<file path="config.mk">
export PLATFORM = sky130hd
export DESIGN_NAME = lifo_arbiter
export DESIGN_NICKNAME = d
export VERILOG_FILES = /design/src/rtl/lifo_arbiter_pkg.sv /design/src/rtl/lifo_arbiter_rr_arbiter2.sv /design/src/rtl/lifo_arbiter.sv
export SDC_FILE = /design/constraint.sdc
export NUM_CORES = 1
export LEC_CHECK = 0
export ABC_AREA = 1
export ABC_CLOCK_PERIOD_IN_PS = 2100
export CAP_MARGIN = 20
export CORE_MARGIN = 1.5
export CORE_UTILIZATION = 44
export CTS_CLUSTER_SIZE = 24
export DETAILED_ROUTE_END_ITERATION = 16
export PLACE_DENSITY = 0.82
export SETUP_SLACK_MARGIN = 0.1
export SYNTH_ARGS = -nofsm -noshare
export SYNTH_HDL_FRONTEND = slang
export SYNTH_SLANG_ARGS = --single-unit
export TNS_END_PERCENT = 20
</file>
<file path="constraint.sdc">
create_clock -name clk -period 2.1 [get_ports clk]
set_clock_uncertainty 0.2 [all_clocks]
set_input_delay 0.42 -clock clk [delete_from_list [all_inputs] [get_ports clk]]
set_output_delay 0.42 -clock clk [all_outputs]
set_load 0.03 [all_outputs]
</file>
<file path="src/rtl/lifo_arbiter_pkg.sv">
// Shared encodings for the two-requester LIFO arbiter.
package lifo_arbiter_pkg;

  typedef enum logic [1:0] {
    ST_IDLE    = 2'd0,
    ST_ISSUE   = 2'd1,
    ST_CAPTURE = 2'd2,
    ST_REJECT  = 2'd3
  } state_t;

  localparam logic OP_PUSH = 1'b1;
  localparam logic OP_POP  = 1'b0;

  localparam logic GRANT_A = 1'b0;
  localparam logic GRANT_B = 1'b1;

endpackage

</file>
<file path="src/rtl/lifo_arbiter_rr_arbiter2.sv">
// Two-way round-robin picker: a lone requester wins, a tie goes to the one not served last.
module rr_arbiter2
  import lifo_arbiter_pkg::*;
(
  input  logic req_a,
  input  logic req_b,
  input  logic last_grant,
  output logic grant_c,
  output logic valid_c
);

  // Combinational grant selection
  always_comb begin
    grant_c = GRANT_A;
    valid_c = req_a | req_b;
    if (req_a && req_b) begin
      grant_c = (last_grant == GRANT_A) ? GRANT_B : GRANT_A;
    end else if (req_b) begin
      grant_c = GRANT_B;
    end
  end

endmodule

</file>
<file path="src/rtl/lifo_arbiter.sv">
// Arbitrates two requesters onto one LIFO stack, guarding against overflow/underflow.
module lifo_arbiter
  import lifo_arbiter_pkg::*;
#(
  parameter int unsigned DATA_WIDTH = 8,
  parameter int unsigned STACK_SIZE = 4
) (
  input  logic                  clk,
  input  logic                  reset,
  input  logic                  flush,
  input  logic                  req_a,
  input  logic                  req_b,
  input  logic                  op_a,
  input  logic                  op_b,
  input  logic [DATA_WIDTH-1:0] wdata_a,
  input  logic [DATA_WIDTH-1:0] wdata_b,
  output logic                  ack_a,
  output logic                  ack_b,
  output logic                  err_a,
  output logic                  err_b,
  output logic [DATA_WIDTH-1:0] rdata,
  output logic                  full,
  output logic                  empty,
  output logic                  mismatch,
  output logic                  stk_reset,
  output logic                  stk_push,
  output logic                  stk_pop,
  output logic [DATA_WIDTH-1:0] stk_wdata,
  input  logic [DATA_WIDTH-1:0] stk_rdata,
  input  logic                  stk_error
);

  localparam int unsigned CNT_W = $clog2(STACK_SIZE + 1);

  state_t                  state_q, state_d;
  logic [CNT_W-1:0]        count_q, count_d;
  logic                    last_grant_q, last_grant_d;
  logic                    grant_q, grant_d;
  logic                    op_q, op_d;
  logic                    flush_lat_q, flush_lat_d;
  logic                    err_snap_q, err_snap_d;

  logic                    ack_a_d, ack_b_d, err_a_d, err_b_d;
  logic [DATA_WIDTH-1:0]   rdata_d, stk_wdata_d;
  logic                    full_d, empty_d, mismatch_d;
  logic                    stk_reset_d, stk_push_d, stk_pop_d;

  logic                    arb_grant_c, arb_valid_c;
  logic                    sel_op_c;
  logic [DATA_WIDTH-1:0]   sel_wdata_c;
  logic                    flush_pend_c, cnt_full_c, cnt_empty_c;

  rr_arbiter2 u_rr (
    .req_a      (req_a),
    .req_b      (req_b),
    .last_grant (last_grant_q),
    .grant_c    (arb_grant_c),
    .valid_c    (arb_valid_c)
  );

  // Operand of the requester the arbiter would pick, plus count-based guards
  always_comb begin
    sel_op_c     = (arb_grant_c == GRANT_A) ? op_a : op_b;
    sel_wdata_c  = (arb_grant_c == GRANT_A) ? wdata_a : wdata_b;
    flush_pend_c = flush | flush_lat_q;
    cnt_full_c   = (count_q == CNT_W'(STACK_SIZE));
    cnt_empty_c  = (count_q == '0);
  end

  // Next-state and next-output logic
  always_comb begin
    state_d      = state_q;
    count_d      = count_q;
    last_grant_d = last_grant_q;
    grant_d      = grant_q;
    op_d         = op_q;
    flush_lat_d  = flush_lat_q | flush;
    err_snap_d   = err_snap_q;
    ack_a_d      = 1'b0;
    ack_b_d      = 1'b0;
    err_a_d      = 1'b0;
    err_b_d      = 1'b0;
    rdata_d      = rdata;
    mismatch_d   = mismatch;
    stk_reset_d  = 1'b0;
    stk_push_d   = 1'b0;
    stk_pop_d    = 1'b0;
    stk_wdata_d  = stk_wdata;

    case (state_q)
      ST_IDLE: begin
        if (flush_pend_c) begin
          count_d     = '0;
          stk_reset_d = 1'b1;
          flush_lat_d = 1'b0;
        end else if (arb_valid_c) begin
          grant_d = arb_grant_c;
          op_d    = sel_op_c;
          if ((sel_op_c == OP_PUSH && cnt_full_c) || (sel_op_c == OP_POP && cnt_empty_c)) begin
            state_d = ST_REJECT;
            ack_a_d = (arb_grant_c == GRANT_A);
            ack_b_d = (arb_grant_c == GRANT_B);
            err_a_d = (arb_grant_c == GRANT_A);
            err_b_d = (arb_grant_c == GRANT_B);
          end else begin
            state_d     = ST_ISSUE;
            stk_push_d  = (sel_op_c == OP_PUSH);
            stk_pop_d   = (sel_op_c == OP_POP);
            stk_wdata_d = sel_wdata_c;
            err_snap_d  = stk_error;
          end
        end
      end
      ST_ISSUE: begin
        state_d = ST_CAPTURE;
        ack_a_d = (grant_q == GRANT_A);
        ack_b_d = (grant_q == GRANT_B);
        if (op_q == OP_PUSH) begin
          count_d = count_q + CNT_W'(1);
        end else begin
          count_d = count_q - CNT_W'(1);
          rdata_d = stk_rdata;
        end
      end
      ST_CAPTURE: begin
        state_d      = ST_IDLE;
        last_grant_d = grant_q;
        if (stk_error && !err_snap_q) begin
          mismatch_d = 1'b1;
        end
      end
      ST_REJECT: begin
        state_d      = ST_IDLE;
        last_grant_d = grant_q;
      end
      default: begin
        state_d = ST_IDLE;
      end
    endcase

    full_d  = (count_d == CNT_W'(STACK_SIZE));
    empty_d = (count_d == '0);
  end

  // State and registered outputs
  always_ff @(posedge clk) begin
    if (reset) begin
      state_q      <= ST_IDLE;
      count_q      <= '0;
      last_grant_q <= GRANT_B;
      grant_q      <= GRANT_A;
      op_q         <= OP_POP;
      flush_lat_q  <= 1'b0;
      err_snap_q   <= 1'b0;
      ack_a        <= 1'b0;
      ack_b        <= 1'b0;
      err_a        <= 1'b0;
      err_b        <= 1'b0;
      rdata        <= '0;
      full         <= 1'b0;
      empty        <= 1'b1;
      mismatch     <= 1'b0;
      stk_reset    <= 1'b1;
      stk_push     <= 1'b0;
      stk_pop      <= 1'b0;
      stk_wdata    <= '0;
    end else begin
      state_q      <= state_d;
      count_q      <= count_d;
      last_grant_q <= last_grant_d;
      grant_q      <= grant_d;
      op_q         <= op_d;
      flush_lat_q  <= flush_lat_d;
      err_snap_q   <= err_snap_d;
      ack_a        <= ack_a_d;
      ack_b        <= ack_b_d;
      err_a        <= err_a_d;
      err_b        <= err_b_d;
      rdata        <= rdata_d;
      full         <= full_d;
      empty        <= empty_d;
      mismatch     <= mismatch_d;
      stk_reset    <= stk_reset_d;
      stk_push     <= stk_push_d;
      stk_pop      <= stk_pop_d;
      stk_wdata    <= stk_wdata_d;
    end
  end

endmodule

</file>
After elaboration in Yosys (flattened, before gate mapping)
Cells that the tools add are included.
{"block": "word_totals", "inputBits": 32, "ff_bits": 36}
{"block": "classes", "n_bitwise": 10, "n_reduce_logical": 18, "eq_ne": 7, "muxes": 22, "add_sub_neg": 2}
{"operator": "$mux W1", "count": 12}
{"operator": "$mux W8", "count": 1}
{"operator": "$not A1 Y1", "count": 8}
{"operator": "$eq A3 B3 Y1 const B", "count": 2}
{"operator": "$logic_not A3 Y1", "count": 2}
{"operator": "$mux W2", "count": 3}
{"operator": "$mux W3", "count": 2}
{"operator": "$pmux W2 S3", "count": 1}
{"operator": "$pmux W3 S2", "count": 1}
{"operator": "$reduce_and A2 Y1", "count": 3}
{"operator": "$reduce_or A2 Y1", "count": 3}
{"operator": "$reduce_or A5 Y1", "count": 1}
{"operator": "$eq A2 B2 Y1 const B", "count": 2}
{"operator": "$logic_and A1 B1 Y1", "count": 4}
{"operator": "$ne A2 B2 Y1 const B", "count": 2}
{"operator": "$pmux W1 S2", "count": 2}
{"operator": "$reduce_and A4 Y1", "count": 1}
{"operator": "$add A3 B1 Y3 const B", "count": 1}
{"operator": "$reduce_and A3 Y1", "count": 1}
{"operator": "$sub A3 B1 Y3 const B", "count": 1}
{"operator": "$eq A2 B1 Y1 const B", "count": 1}
{"operator": "$logic_not A2 Y1", "count": 1}
{"operator": "$or A1 B1 Y1", "count": 2}
{"operator": "$logic_not A1 Y1", "count": 1}
{"operator": "$logic_or A1 B1 Y1", "count": 1}

Logic depth before layout (Yosys ltp)
{"block": "logic_depth", "ltp_word": 10, "ltp_mapped": 10}

Cells and area by module
A second synthesis with hierarchy kept.
{"block": "unflattened", "cells_unflattened": 220, "area_unflattened_um2": 1793.0}
{"module": "lifo_arbiter", "instances": 1, "cells_per_inst": 217, "area_each_um2": 1778.0}
{"module": "rr_arbiter2", "instances": 1, "cells_per_inst": 3, "area_each_um2": 15.0}

Worst setup path before layout
OpenSTA, ideal clock, no wires.
{"block": "synth_timing", "path_type": "flip-flop to flip-flop", "start": "register count_q[0]", "end": "register empty", "synth_period_minus_slack_ns": 1.535, "setup_slack_ns": 0.565, "arrival_ns": 1.261, "required_ns": 1.826, "stages_incl_launch_ff": 7, "path_cell_list": "dfxtp_1 inv_1 fa_1 nor2_1 a21oi_1 nand2_1 o21ai_0"}
{"block": "synth_via", "elab_chain_len": 4, "word_cells_on_any_way": 6, "cone_classes": "add/sub (2); mux (3); reduce/logical (1)"}
{"element": "from (decl)", "line": "lifo_arbiter.sv:36", "source": "logic [CNT_W-1:0] count_q, count_d;"}
{"element": "from (signal assigned)", "line": "lifo_arbiter.sv:169", "source": "count_q <= count_d;"}
{"element": "$sub A3 B1 Y3 / $add A3 B1 Y3 (equally long branches)", "line": "lifo_arbiter.sv:121, lifo_arbiter.sv:119"}
{"element": "$mux W3", "line": "lifo_arbiter.sv:118", "source": "if (op_q == OP_PUSH) begin"}
{"element": "$pmux W3 S2 (*)", "line": "lifo_arbiter.sv:90", "source": "case (state_q)"}
{"element": "$logic_not A3 Y1 (*)", "line": "lifo_arbiter.sv:142", "source": "empty_d = (count_d == '0);"}
{"element": "to (signal assigned)", "line": "lifo_arbiter.sv:181", "source": "empty <= empty_d;"}
{"element": "to (decl)", "line": "lifo_arbiter.sv:23", "source": "output logic empty,"}
Every way passes the cells marked *; elsewhere a longest branch is shown, timed or not.
A chain may end at the register's enable or synchronous reset.

Worst setup path after layout
{"block": "layout_timing", "start": "register stk_wdata[6]", "end": "output port stk_wdata[6]"}
{"element": "from (decl)", "line": "lifo_arbiter.sv:28", "source": "output logic [DATA_WIDTH-1:0] stk_wdata,"}
{"element": "from (signal assigned)", "line": "lifo_arbiter.sv:186", "source": "stk_wdata <= stk_wdata_d;"}
No word-level cell between the ends.

==> insert_results.sql <==
INSERT INTO impl_metrics (metric_group, metric, value, unit) VALUES
('run_status', 'result_of_the_run', 'finished, final reports clean', ''),
('final_layout', 'area_used_by_sequential_logic_in_the_layout', '720.7', 'µm²'),
('place', 'io_buffer_count', '57', ''),
('sta', 'finalCritPeriodShare', '0.9225', ''),
('final_layout', 'post-route-util', '0.6794', ''),
('synthesis', 'ys_seq_area_frac', '0.4414', ''),
('sta', 'rsz0062_at_grt', 'no', ''),
('place', 'place_congestion', '0.8141', ''),
('pwr', 'powerDensity', '730.3', 'mW/mm²'),
('drt', 'drcViolationCount', '0', ''),
('grt', 'first_global_vias', '1380', ''),
('synthesis', 'synth.largest_area_cell', 'sky130_fd_sc_hd__dfxtp_1', ''),
('floorplan', 'core-area', '0.003442', 'mm²'),
('final_layout', 'multiInputGateArea', '734.5', 'µm²'),
('grt', 'track_usage', '0.1890', ''),
('final_layout', 'drive_gt1_frac', '0.1064', ''),
('floorplan', 'chipHeight', '63.92', 'µm'),
('setup_path', 'crit_path_cell_chain', 'clkdlybuf4s50_1', ''),
('clock_network', 'clk_root_buffer_cell', 'sky130_fd_sc_hd__clkbuf_8', ''),
('floorplan', 'pin_count', '58', ''),
('clock_network', 'number_of_buffers_added_by_the_clock_tree_synthesis_step', '5', ''),
('synthesis', 'post-synth-top-area-fraction', '0.4414', ''),
('floorplan', 'rows', '21', ''),
('grt', 'antenna_found_initial', '0', ''),
('clock_network', 'postCtsSetupBuffers', '0', ''),
('final_layout', 'num-fill-cells', '296', ''),
('synthesis', 'netlist-cell-type-count', '31', ''),
('sta', 'timing_hold_violations_final', '0', ''),
('worst_hold_path', 'hold_path_class', 'flip-flop to flip-flop', ''),
('sta', 'fmaxAchievable', '516.2', 'MHz'),
('synthesis', 'synth_xor_area_frac', '0', ''),
('synthesis', 'compound_cell_area_share_of_the_yosys_netlist', '0.1126', ''),
('synthesis', 'mappedNetlistNets', '252', ''),
('flow_run', 'timing.max_cap.violations', '0', ''),
('drt', 'first_iter_violations', '85', ''),
('setup_path', 'worst-endpoint-arrival', '1320', 'ps'),
('floorplan', 'floorplan.die_area', '0.004085', 'mm²'),
('clock_network', 'clk-insertion-delay-late', '290', 'ps'),
('setup_path', 'crit_family', 'buffers and inverters', ''),
('synthesis', 'synth-edff-count', '0', ''),
('clock_network', 'clk_pin_slew', '60', 'ps'),
('pwr', 'power_leakage', '0.001013', 'µW'),
('sta', 'fin_setup_tns', '0', 'ps'),
('clock_network', 'clock_tree_from_tritoncts', 'done', ''),
('pwr', 'vdd_ir_drop_max', '349.1', 'µV'),
('clock_network', 'cts_max_path_buffers', '2', ''),
('sta', 'timing_max_transition_violations_final', '0', ''),
('setup_path', 'critical_path.endpoint_type', 'output port', ''),
('synthesis', 'postSynthCellCount', '219', ''),
('clock_network', 'postCtsResizedCells', '0', ''),
('pwr', 'cellInternalPower', '1194', 'µW'),
('synthesis', 'postSynthAreaPerCell', '7.456', 'µm²'),
('synthesis', 'yosys-top-cells-count', 'sky130_fd_sc_hd__nand2_1, sky130_fd_sc_hd__dfxtp_1, sky130_fd_sc_hd__inv_1', ''),
('drt', 'ant_nets', '0', ''),
('sta', 'setup_viol', '0', ''),
('synthesis', 'largest_family_of_logic_cells_by_synthesized_area', 'simple AND/OR/NAND/NOR gates', ''),
('drt', 'drt-pass1-iter-count', '4', ''),
('synthesis', 'yosys.area_share.adder', '0.01226', ''),
('pwr', 'clockPowerShare', '0.294', ''),
('final_layout', 'final_nets', '314', ''),
('sta', 'max_slew.worst_pin.slew', '405.8', 'ps'),
('synthesis', 'dominantRegCellSynth', 'sky130_fd_sc_hd__dfxtp_1', ''),
('synthesis', 'yosys.area_share.simple', '0.3249', ''),
('drt', 'avgRoutedWirePerCell', '10.96', 'µm'),
('sta', 'worst_case_headroom_to_the_max_slew_limit', '0.7285', ''),
('synthesis', 'synth.ff_latch_count', '36', ''),
('synthesis', 'synth_mux_area_frac', '0', ''),
('final_layout', 'antenna_cells_inserted', '0', ''),
('synthesis', 'yosys.cell_count.top_type', 'sky130_fd_sc_hd__nand2_1', ''),
('drt', 'vias', '1565', ''),
('drt', 'drt-vias-per-instance', '4.771', '');
[placed cells by master (no fill, tap or decap)]
master                             n
sky130_fd_sc_hd__a21oi_1          21
sky130_fd_sc_hd__nand4_1           1
sky130_fd_sc_hd__inv_1            23
sky130_fd_sc_hd__o32ai_2           1
sky130_fd_sc_hd__nand3_2           2
sky130_fd_sc_hd__o32ai_1           1
sky130_fd_sc_hd__a21oi_2           1
sky130_fd_sc_hd__or2_1             1
sky130_fd_sc_hd__o21ai_2           1
sky130_fd_sc_hd__o21ai_1           1
sky130_fd_sc_hd__nor3_1            3
sky130_fd_sc_hd__nor2_1           17
sky130_fd_sc_hd__o21ai_0           2
sky130_fd_sc_hd__fa_1              1
sky130_fd_sc_hd__clkbuf_8          6
sky130_fd_sc_hd__nor2_4            2
sky130_fd_sc_hd__nand2_2           5
sky130_fd_sc_hd__clkinv_1          1
sky130_fd_sc_hd__nand2_1          60
sky130_fd_sc_hd__nand3_1          22
sky130_fd_sc_hd__o22ai_1           1
sky130_fd_sc_hd__inv_4             1
sky130_fd_sc_hd__clkbuf_1          2
sky130_fd_sc_hd__buf_12            1
sky130_fd_sc_hd__o211ai_1          1
sky130_fd_sc_hd__dfxtp_1          36
sky130_fd_sc_hd__nand3_4           1
sky130_fd_sc_hd__clkdlybuf4s50_1  57
sky130_fd_sc_hd__buf_4             6
sky130_fd_sc_hd__o31ai_1           1
sky130_fd_sc_hd__inv_2             1
sky130_fd_sc_hd__nor2_2            2
[path summary, 6_finish.rpt]
kind                                                start                    end  slack [ps]  cells after the start
worst max-delay path            stk_wdata[6]$_SDFFE_PP0P_           stk_wdata[6]         160                      1
worst min-delay path                rdata[5]$_SDFFE_PP0P_  rdata[5]$_SDFFE_PP0P_         260                      2
worst max register to register      count_q[0]$_SDFF_PP0_       empty$_SDFF_PP1_         320                      6
worst min register to register      rdata[5]$_SDFFE_PP0P_  rdata[5]$_SDFFE_PP0P_         260                      2
[metal layers]
layer	track usage	vias to the layer above	part of all wire
li1	-	822	-
met1	0.2263	693	0.45
met2	0.3112	41	0.48
met3	0.06338	9	0.053
met4	0.07337	0	0.024
met5	0	-	0
[flip-flops by register name, summed over array words and instances (netlist names), 2 cells and up]
register / cells
state_q: 2
stk_wdata: 8
count_q: 3
rdata: 8
[logic make-up (layout without fill, tap and decap cells)]
family          Yosys count  in the layout
compound gates           31             31
fa+ha+maj                 1              1
buf+inv                  35             98
flops                    36             36
simple gates            116            116
[layout make-up]
| cell class | instances | share of cell area |
|---|---|---|
| clock buffers | 8 | 0.03852 |
| inverters | 26 | 0.04280 |
| multi-input cells | 148 | 0.3141 |
| flip-flops and latches | 36 | 0.3082 |
| well taps | 46 | 0.02461 |
| repair buffers | 64 | 0.2718 |
[per-stage QoR]
| step | area (µm²) | power (µW) | hold slack [ps] | cells | worst slack [ps] |
|---|---|---|---|---|---|
| floorplan | 1633 | 1056 | 253.0 | 219 | 564.6 |
| global placement | 2248 | 1210 | 248.7 | 320 | 48.98 |
| detailed placement | 2248 | 1220 | 257.5 | 320 | -50.15 |
| CTS | 2338 | 1717 | 267.1 | 328 | 161.5 |
| global route | 2338 | 1793 | 276.7 | 328 | 128.8 |
| finish | 2338 | 1708 | 263.4 | 328 | 162.8 |
[power groups by stage]
stage	combinational [µW]	clock (µW)	sequential (µW)
after floorplan	216	0	841
after global placement	435	0	775
after detailed placement	444	0	776
after CTS	446	509	761
after global routing	491	536	766
final	445	502	761
Note: power is estimated with default switching activity, not from simulation.
